--- src/rtl/conv_window_accumulator.sv ---
// conv_window_accumulator: reduces 3x3 partial-product beats to window sums and
// accumulates them over a configured channel count into one pixel result.
module conv_window_accumulator #(
  parameter int ACC_W  = 24,
  parameter int MAX_CH = 16
) (
  input  logic             clk,
  input  logic             rst_n,
  input  logic             start,
  input  logic [4:0]       cfg_channels,
  input  logic [143:0]     pp_bus,
  input  logic             in_valid,
  output logic             in_ready,
  output logic [ACC_W-1:0] out_sum,
  output logic             out_valid,
  input  logic             out_ready,
  output logic             busy,
  output logic             done
);
  localparam logic [1:0] IDLE   = 2'd0;
  localparam logic [1:0] ACCUM  = 2'd1;
  localparam logic [1:0] DRAIN  = 2'd2;
  localparam logic [1:0] OUTPUT = 2'd3;
  localparam logic [4:0] MAX_C  = 5'(MAX_CH);

  logic [1:0]       state_q, state_d;
  logic [4:0]       beat_cnt_q, beat_cnt_d, ch_total_q, ch_total_d;
  logic [19:0]      tree_r_q, tree_r_d, tree_sum;
  logic             tree_vld_q, tree_vld_d;
  logic [ACC_W-1:0] acc_q, acc_d, out_sum_q, out_sum_d;
  logic             accept;

  assign in_ready  = state_q == ACCUM;
  assign out_valid = state_q == OUTPUT;
  assign busy      = state_q != IDLE;
  assign done      = out_valid && out_ready;
  assign out_sum   = out_sum_q;
  assign accept    = in_valid && in_ready;

  always_comb begin
    tree_sum = '0;
    for (int i = 0; i < 9; i++) tree_sum = tree_sum + 20'(pp_bus[16*i +: 16]);
  end

  // Each accepted beat is added into acc one cycle later; DRAIN folds in the last one.
  always_comb begin
    state_d    = state_q;
    beat_cnt_d = beat_cnt_q;
    ch_total_d = ch_total_q;
    tree_r_d   = tree_r_q;
    tree_vld_d = accept;
    acc_d      = acc_q;
    out_sum_d  = out_sum_q;
    if (state_q == IDLE && start) begin
      state_d    = ACCUM;
      ch_total_d = cfg_channels == 5'd0 ? 5'd1 : (cfg_channels > MAX_C ? MAX_C : cfg_channels);
      beat_cnt_d = '0;
      acc_d      = '0;
    end
    if (state_q == ACCUM && tree_vld_q) acc_d = acc_q + ACC_W'(tree_r_q);
    if (accept) begin
      tree_r_d   = tree_sum;
      beat_cnt_d = beat_cnt_q + 5'd1;
      if (beat_cnt_q + 5'd1 == ch_total_q) state_d = DRAIN;
    end
    if (state_q == DRAIN) begin
      out_sum_d = acc_q + ACC_W'(tree_r_q);
      state_d   = OUTPUT;
    end
    if (done) state_d = IDLE;
  end

  always_ff @(posedge clk or negedge rst_n) begin
    if (!rst_n) begin
      state_q    <= IDLE;
      beat_cnt_q <= '0;
      ch_total_q <= '0;
      tree_r_q   <= '0;
      tree_vld_q <= 1'b0;
      acc_q      <= '0;
      out_sum_q  <= '0;
    end else begin
      state_q    <= state_d;
      beat_cnt_q <= beat_cnt_d;
      ch_total_q <= ch_total_d;
      tree_r_q   <= tree_r_d;
      tree_vld_q <= tree_vld_d;
      acc_q      <= acc_d;
      out_sum_q  <= out_sum_d;
    end
  end
endmodule

--- config.mk ---
export PLATFORM = sky130hd
export DESIGN_NAME = conv_window_accumulator
export DESIGN_NICKNAME = d
export VERILOG_FILES = /design/src/rtl/conv_window_accumulator.sv
export SDC_FILE = /design/constraint.sdc
export NUM_CORES = 1
export LEC_CHECK = 0
export CAP_MARGIN = 20
export CORE_MARGIN = 5
export CORE_UTILIZATION = 52
export CTS_CLUSTER_SIZE = 14
export DETAILED_ROUTE_END_ITERATION = 10
export PLACE_DENSITY = 0.8
export SLEW_MARGIN = 20
export SYNTH_ARGS = -nofsm -noshare
export SYNTH_HDL_FRONTEND = slang
export SYNTH_SLANG_ARGS = --single-unit
export TNS_END_PERCENT = 30
--- constraint.sdc ---
create_clock -name clk -period 3.6 [get_ports clk]
set_clock_uncertainty 0.2 [all_clocks]
set_input_delay 0.54 -clock clk [delete_from_list [all_inputs] [get_ports clk]]
set_output_delay 0.54 -clock clk [all_outputs]
set_load 0.02 [all_outputs]
# After elaboration in Yosys (flattened, before gate mapping)
# Cells that the tools add are included.
classes:
  n_lt_le_gt_ge: 1
  bitwise_logic: 0
  n_eq_ne: 4
  n_reduce_logical: 9
  n_mux: 11
  addsub: 10
  div_mod_pow: 0
  mul: 0
  shift: 0
ops:
  columns: ["op", "n"]
  rows:
  - ["20-bit by 16-bit adder with 20-bit output", 4]
  - ["24-bit 2-to-1 mux", 2]
  - ["24-bit by 20-bit adder with 24-bit output", 1]
  - ["19-bit by 16-bit adder with 20-bit output", 1]
  - ["5-bit 2-to-1 mux", 4]
  - ["18-bit by 16-bit adder with 19-bit output", 1]
  - ["17-bit by 16-bit adder with 18-bit output", 1]
  - ["16-bit by 16-bit adder with 17-bit output", 1]
  - ["2-bit 2-to-1 mux", 5]
  - ["2-bit nonzero test", 3]
  - ["5-bit by 1-bit adder with 5-bit output (second input constant)", 1]
  - ["5-bit equality test", 1]
  - ["5-bit greater-than comparator (second input constant)", 1]
  - ["5-bit logical NOT", 1]
  - ["2-bit equality test (second input constant)", 2]
  - ["1-bit logical AND", 4]
  - ["2-bit by 1-bit equality test with 1-bit output (second input constant)", 1]
  - ["2-bit logical NOT", 1]
totals:
  ram_bits: 0
  output_inout_bits: 28
  memories: 0
  mem_bits_ro: 0
  latch_bits: 0
  ff_bits: 81

# Depth between registers and ports, before layout
depth:
  ltp_word: 8
  ltp_mapped: 18

# Worst setup path after synthesis
# OpenSTA, ideal clock, no wires.
synth_path:
  kind: "input -> register"
  start: "in pp_bus[2]"
  end: "reg tree_r_q[16]"
  arrival_time_ns: 4.474
  stages: 18
  n_path_buf: 0
  path_slack_ns: -1.208
  setup_ns: 0.133
  path_cell_list: "inv_1 > fa_1 > inv_1 > fa_1 > fa_1 > inv_1 > fa_1 > inv_1 > ha_1 > inv_1 > fa_1 > nor2b_1 > o31a_1 > o21ai_0 > o31a_1 > o21bai_1 > xnor2_1 > o21ai_0"
synth_between:
  elab_chain_cells: 8
synth_rtl:
  columns: ["element", "line_no", "text"]
  rows:
  - ["start, declared", "11", "input logic [143:0] pp_bus,"]
  - ["16-bit by 16-bit adder with 17-bit output", "42", "for (int i = 0; i < 9; i++) tree_sum = tree_sum + 20'(pp_bus[16*i +: 16]);"]
  - ["17-bit by 16-bit adder with 18-bit output", "42", null]
  - ["18-bit by 16-bit adder with 19-bit output", "42", null]
  - ["19-bit by 16-bit adder with 20-bit output", "42", null]
  - ["20-bit by 16-bit adder with 20-bit output (4 in a row)", "42", null]
  - ["end signal, assigned", "86", "tree_r_q <= tree_r_d;"]
  - ["end, declared", "28", "logic [19:0] tree_r_q, tree_r_d, tree_sum;"]
# Every way passes these cells.
# A chain may end at the register's enable or synchronous reset.

# Worst setup path after layout
layout_path:
  start: "in pp_bus[53]"
  end: "reg tree_r_q[16]"
layout_between:
  elab_chain_cells: 6
layout_rtl:
  columns: ["element", "line_no"]
  rows:
  - ["18-bit by 16-bit adder with 19-bit output", "42"]
  - ["19-bit by 16-bit adder with 20-bit output", "42"]
  - ["20-bit by 16-bit adder with 20-bit output (4 in a row)", "42"]
# Every way passes these cells.

==> impl_metrics.tcl <==
set metrics [dict create \
    dp_hpwl_mm 13.88 \
    postSynth.topFlopCell "dfrtp_1" \
    syn_area_per_cell_um2 9.619 \
    syn_area_um2 7647 \
    die_height_um 131.3 \
    yosys_warnings 0 \
    slew_headroom_pct 43.50 \
    synth_largest_area_cell "fa_1" \
    post_route_cells_drive_above_1_share_pct 18.05 \
    insertion_delay_ns 0.34 \
    synth-compound-area-share_pct 13.96 \
    n_antenna_cell 0 \
    crit_path_end "tree_r_q[16]" \
    instances_no_fill 1198 \
    clk_path_buf_depth 2 \
    leakagePower_nw 4.996 \
    violations "negative setup slack" \
    preCtsSetupSlack_ns -1.719 \
    run_status "finished with violations" \
    synth_seq_cells 81 \
    worst_slew_pin_slew_ns 0.8455 \
    grt_start_max_net_pins 82 \
    synth_simple_gate_area_share_pct 9.440 \
    place.port_buffers 181 \
    worst_r2r_startpoint "tree_r_q[1]" \
    detail_route.drc_violations 0 \
    report.final.setup_viol 16 \
    die_area_um2 17230 \
    numPlacedInstances 1173 \
    synth_edf_count 0 \
    final_max_slew_viol_count 0 \
    clock_tree.root_cell "clkbuf_16" \
    post_synth_inst_count 795 \
    synth_mux_area_share_pct 0.2945 \
    grt_pass1_wl_mm 30.66 \
    routed_wl_mm 17.39 \
    crit_path_cell_trace "clkdlybuf4s50_1 -> fa_2 -> fa_1 -> fa_1 -> inv_1 -> fa_1 -> inv_2 -> ha_4 -> o21a_1 -> o31a_1 -> o21ai_2 -> o31a_1 -> o21bai_1 -> xnor2_1 -> o21ai_1" \
    num_io_pins 182 \
    r2r_setup_slack_ns 0.68 \
    yosysTopAreaCellShare_pct 29.06 \
    postSynthNetCount 1102 \
    detail_routed_via_count_per_cell 5.095 \
    grt_antenna_before_repair 0 \
    floorplan.initialDensity_pct 52.82 \
    rows 44 \
    reg2regPathDepth 8 \
    place.gp.congestion 0.8865 \
    power.density_nw_per_um2 1118 \
    synth_fa_ha_area_share_pct 35.93 \
    synth.distinct_cells 48 \
    layout-area-overhead-vs-synth_pct 36.88 \
    detail_route.iter0.violations 337 \
    hold_path_class "in2async" \
    startpoint "pp_bus[53]" \
    number_of_h_tree_levels 3 \
    cts_tree "yes" \
    wire_per_inst_um 14.52 \
    globalRoute.totalOverflow 0 \
    max_cap_violations 0 \
    synth_top_family_by_area "adder cells" \
    portion_of_the_clock_cycle_consumed_by_the_worst_path_in_the_final_layout_pct 122.8 \
    cpPeakStageDelay_ns 0.58 \
    firstDrtPassIters 4 \
    cpMaxStageDelayCell "fa_2" \
    required_ns 3.61 \
    final.hold.worst_slack_ns 0.02528 \
    num-nets-final 1316 \
    synth-seq-area-share_pct 26.51 \
    synthArstFlopShare_pct 100.0 \
    finalWorstSetupSlack_ns -0.8197 \
    die-width_um 131.3 \
    rsz0062_at_grt "yes" \
    grt_usage_pct 21.08 \
    critPathArrivalTime_ns 4.43 \
    count_of_final_hold_check_violations 0 \
    first_global_vias 6777 \
    post_dp_cell_area_um2 9883 \
    peakVddDrop_uv 729.9 \
    clk_pin_slew_worst_paths_ns 0.06 \
    route.antenna.remaining_nets 0 \
    design_area_um2 10470 \
    netlist_top_cells_area "fa_1 29%, dfrtp_1 27%, inv_1 7.9%" \
    period_minus_slack_ns 4.420 \
    detailroute.via_count 6104 \
    core_area_um2 14480 \
    r2r-end "acc_q[15]" \
    path_class "in2reg" \
    crit_path_end_kind "flop" \
    postCtsHoldBufs 0 \
    setup.worst_path.start_class "input pin" \
    cts.sink_count 81 \
    cts-buffers-inserted 9 \
    worstPathMaxFanout 3 \
    synthXorXnorAreaFrac_pct 4.925 \
    path_common_cell "fa_1" \
    fin_total_pwr_mw 11.70 \
    maxClockFrequency_mhz 226.3 \
]
## critical path, delay by kind of cell
kind / cells / cell delay [ns]
compound gates: 6 / 0.95
buf+inv: 3 / 0.54
xor+xnor: 1 / 0.14
fa+ha+maj: 5 / 2.27
## metal layers
metal	wire, µm	GRT usage (%)	share of wire (%)	vias up
li1	-	-	-	2949
met1	6733	25.13	39	2978
met2	9640	39.11	55	155
met3	704	3.746	4.0	22
met4	312	5.714	1.8	0
met5	0	0	0	-
## synth_stat cells, drive strengths merged, types with 7 or more instances
library cell / count
nor3: 7
nand2b: 9
o21ai: 85
a21o: 11
inv: 160
a21oi: 30
ha: 42
fa: 111
nand3: 11
clkbuf: 18
xnor2: 18
xor2: 25
nand2: 97
nor2: 18
dfrtp: 81
## sequential cells by signal, indices dropped and copies added, names as in the netlist
register    flops
acc_q          24
out_sum        24
tree_vld_q      1
ch_total_q      5
beat_cnt_q      5
tree_r_q       20
state_q         2
## power by group
group | internal (mW) | switching [mW]
Sequential | 1.33 | 0.270
Clock | 0.624 | 0.350
Combinational | 4.52 | 4.61
Total | 6.48 | 5.23
## layout by cell type (no fill, tap or decap), types with 3 or more instances in the layout
master	instances
o21ai_1	8
ha_4	13
nor3_1	6
a311oi_1	3
buf_6	5
buf_2	13
o21ai_2	6
a21oi_2	7
inv_2	37
clkdlybuf4s15_1	8
dlygate4sd2_1	68
a21oi_1	21
o21bai_1	5
o21a_1	5
dfrtp_1	81
and2_1	3
xor2_1	24
fa_2	19
xnor2_1	18
nor2_1	17
fa_1	92
nand2b_1	9
buf_4	38
o21ba_2	3
inv_1	122
nand3_1	9
a211oi_2	3
a21o_1	11
o211ai_1	5
a31oi_1	3
o31a_1	3
o21ai_0	71
clkdlybuf4s50_1	87
clkbuf_16	9
nand2_1	97
a22o_1	4
nor2b_1	3
ha_1	29
and3_1	3
## through the flow
step | TNS [ns] | util [%]
global placement | -24.04 | 68.26
floorplan | -11.40 | -
CTS | -10.50 | 71.91
global route | -12.10 | 72.30
detailed placement | -25.33 | 68.26
finish | -10.05 | 72.30
## repair_timing
action / 4_1_cts / 5_1_grt
endpoints found under the setup margin: 18 / 17
resized for setup: 239 / 13
buffers inserted: 8 / 1
hold endpoints to repair: 0 / 0
gates cloned: 0 / 0
pin swaps: 131 / 21
## worst min-delay path by stage
| stage | start | end | slack, ns | cells past startpoint |
|---|---|---|---|---|
| 5_1_grt | rst_n | out_sum[2] | 0.09 | 1 |
| 3_3_place_gp | out_sum[8] | out_sum[8] | 0.26 | 2 |
| 2_1_floorplan | rst_n | acc_q[0] | 0.04 | 0 |
| 6_report | rst_n | out_sum[2] | 0.03 | 1 |
| 4_1_cts | rst_n | out_sum[2] | 0.20 | 1 |
| 3_5_place_dp | out_sum[8] | out_sum[8] | 0.27 | 2 |
## cell families (layout without fill, tap and decap cells)
family,Yosys count,count (layout)
AND/OR/NAND/NOR,163,163
flip-flops,81,81
AO/OA/AOI/OAI,173,173
multiplexers,2,2
XOR/XNOR,43,43
buffers and inverters,180,399
adder cells (fa/ha/maj),153,153
## area by class of cell
type	instances	area (µm²)
clock buffer	11	242.7
clock inverter	5	78.83
inverter	161	611.8
fill	1046	4011
multi-input combinational	534	5285
tap	184	230.2
timing repair buffer	222	1992
sequential	81	2027
Note: power is estimated with default switching activity, not from simulation.
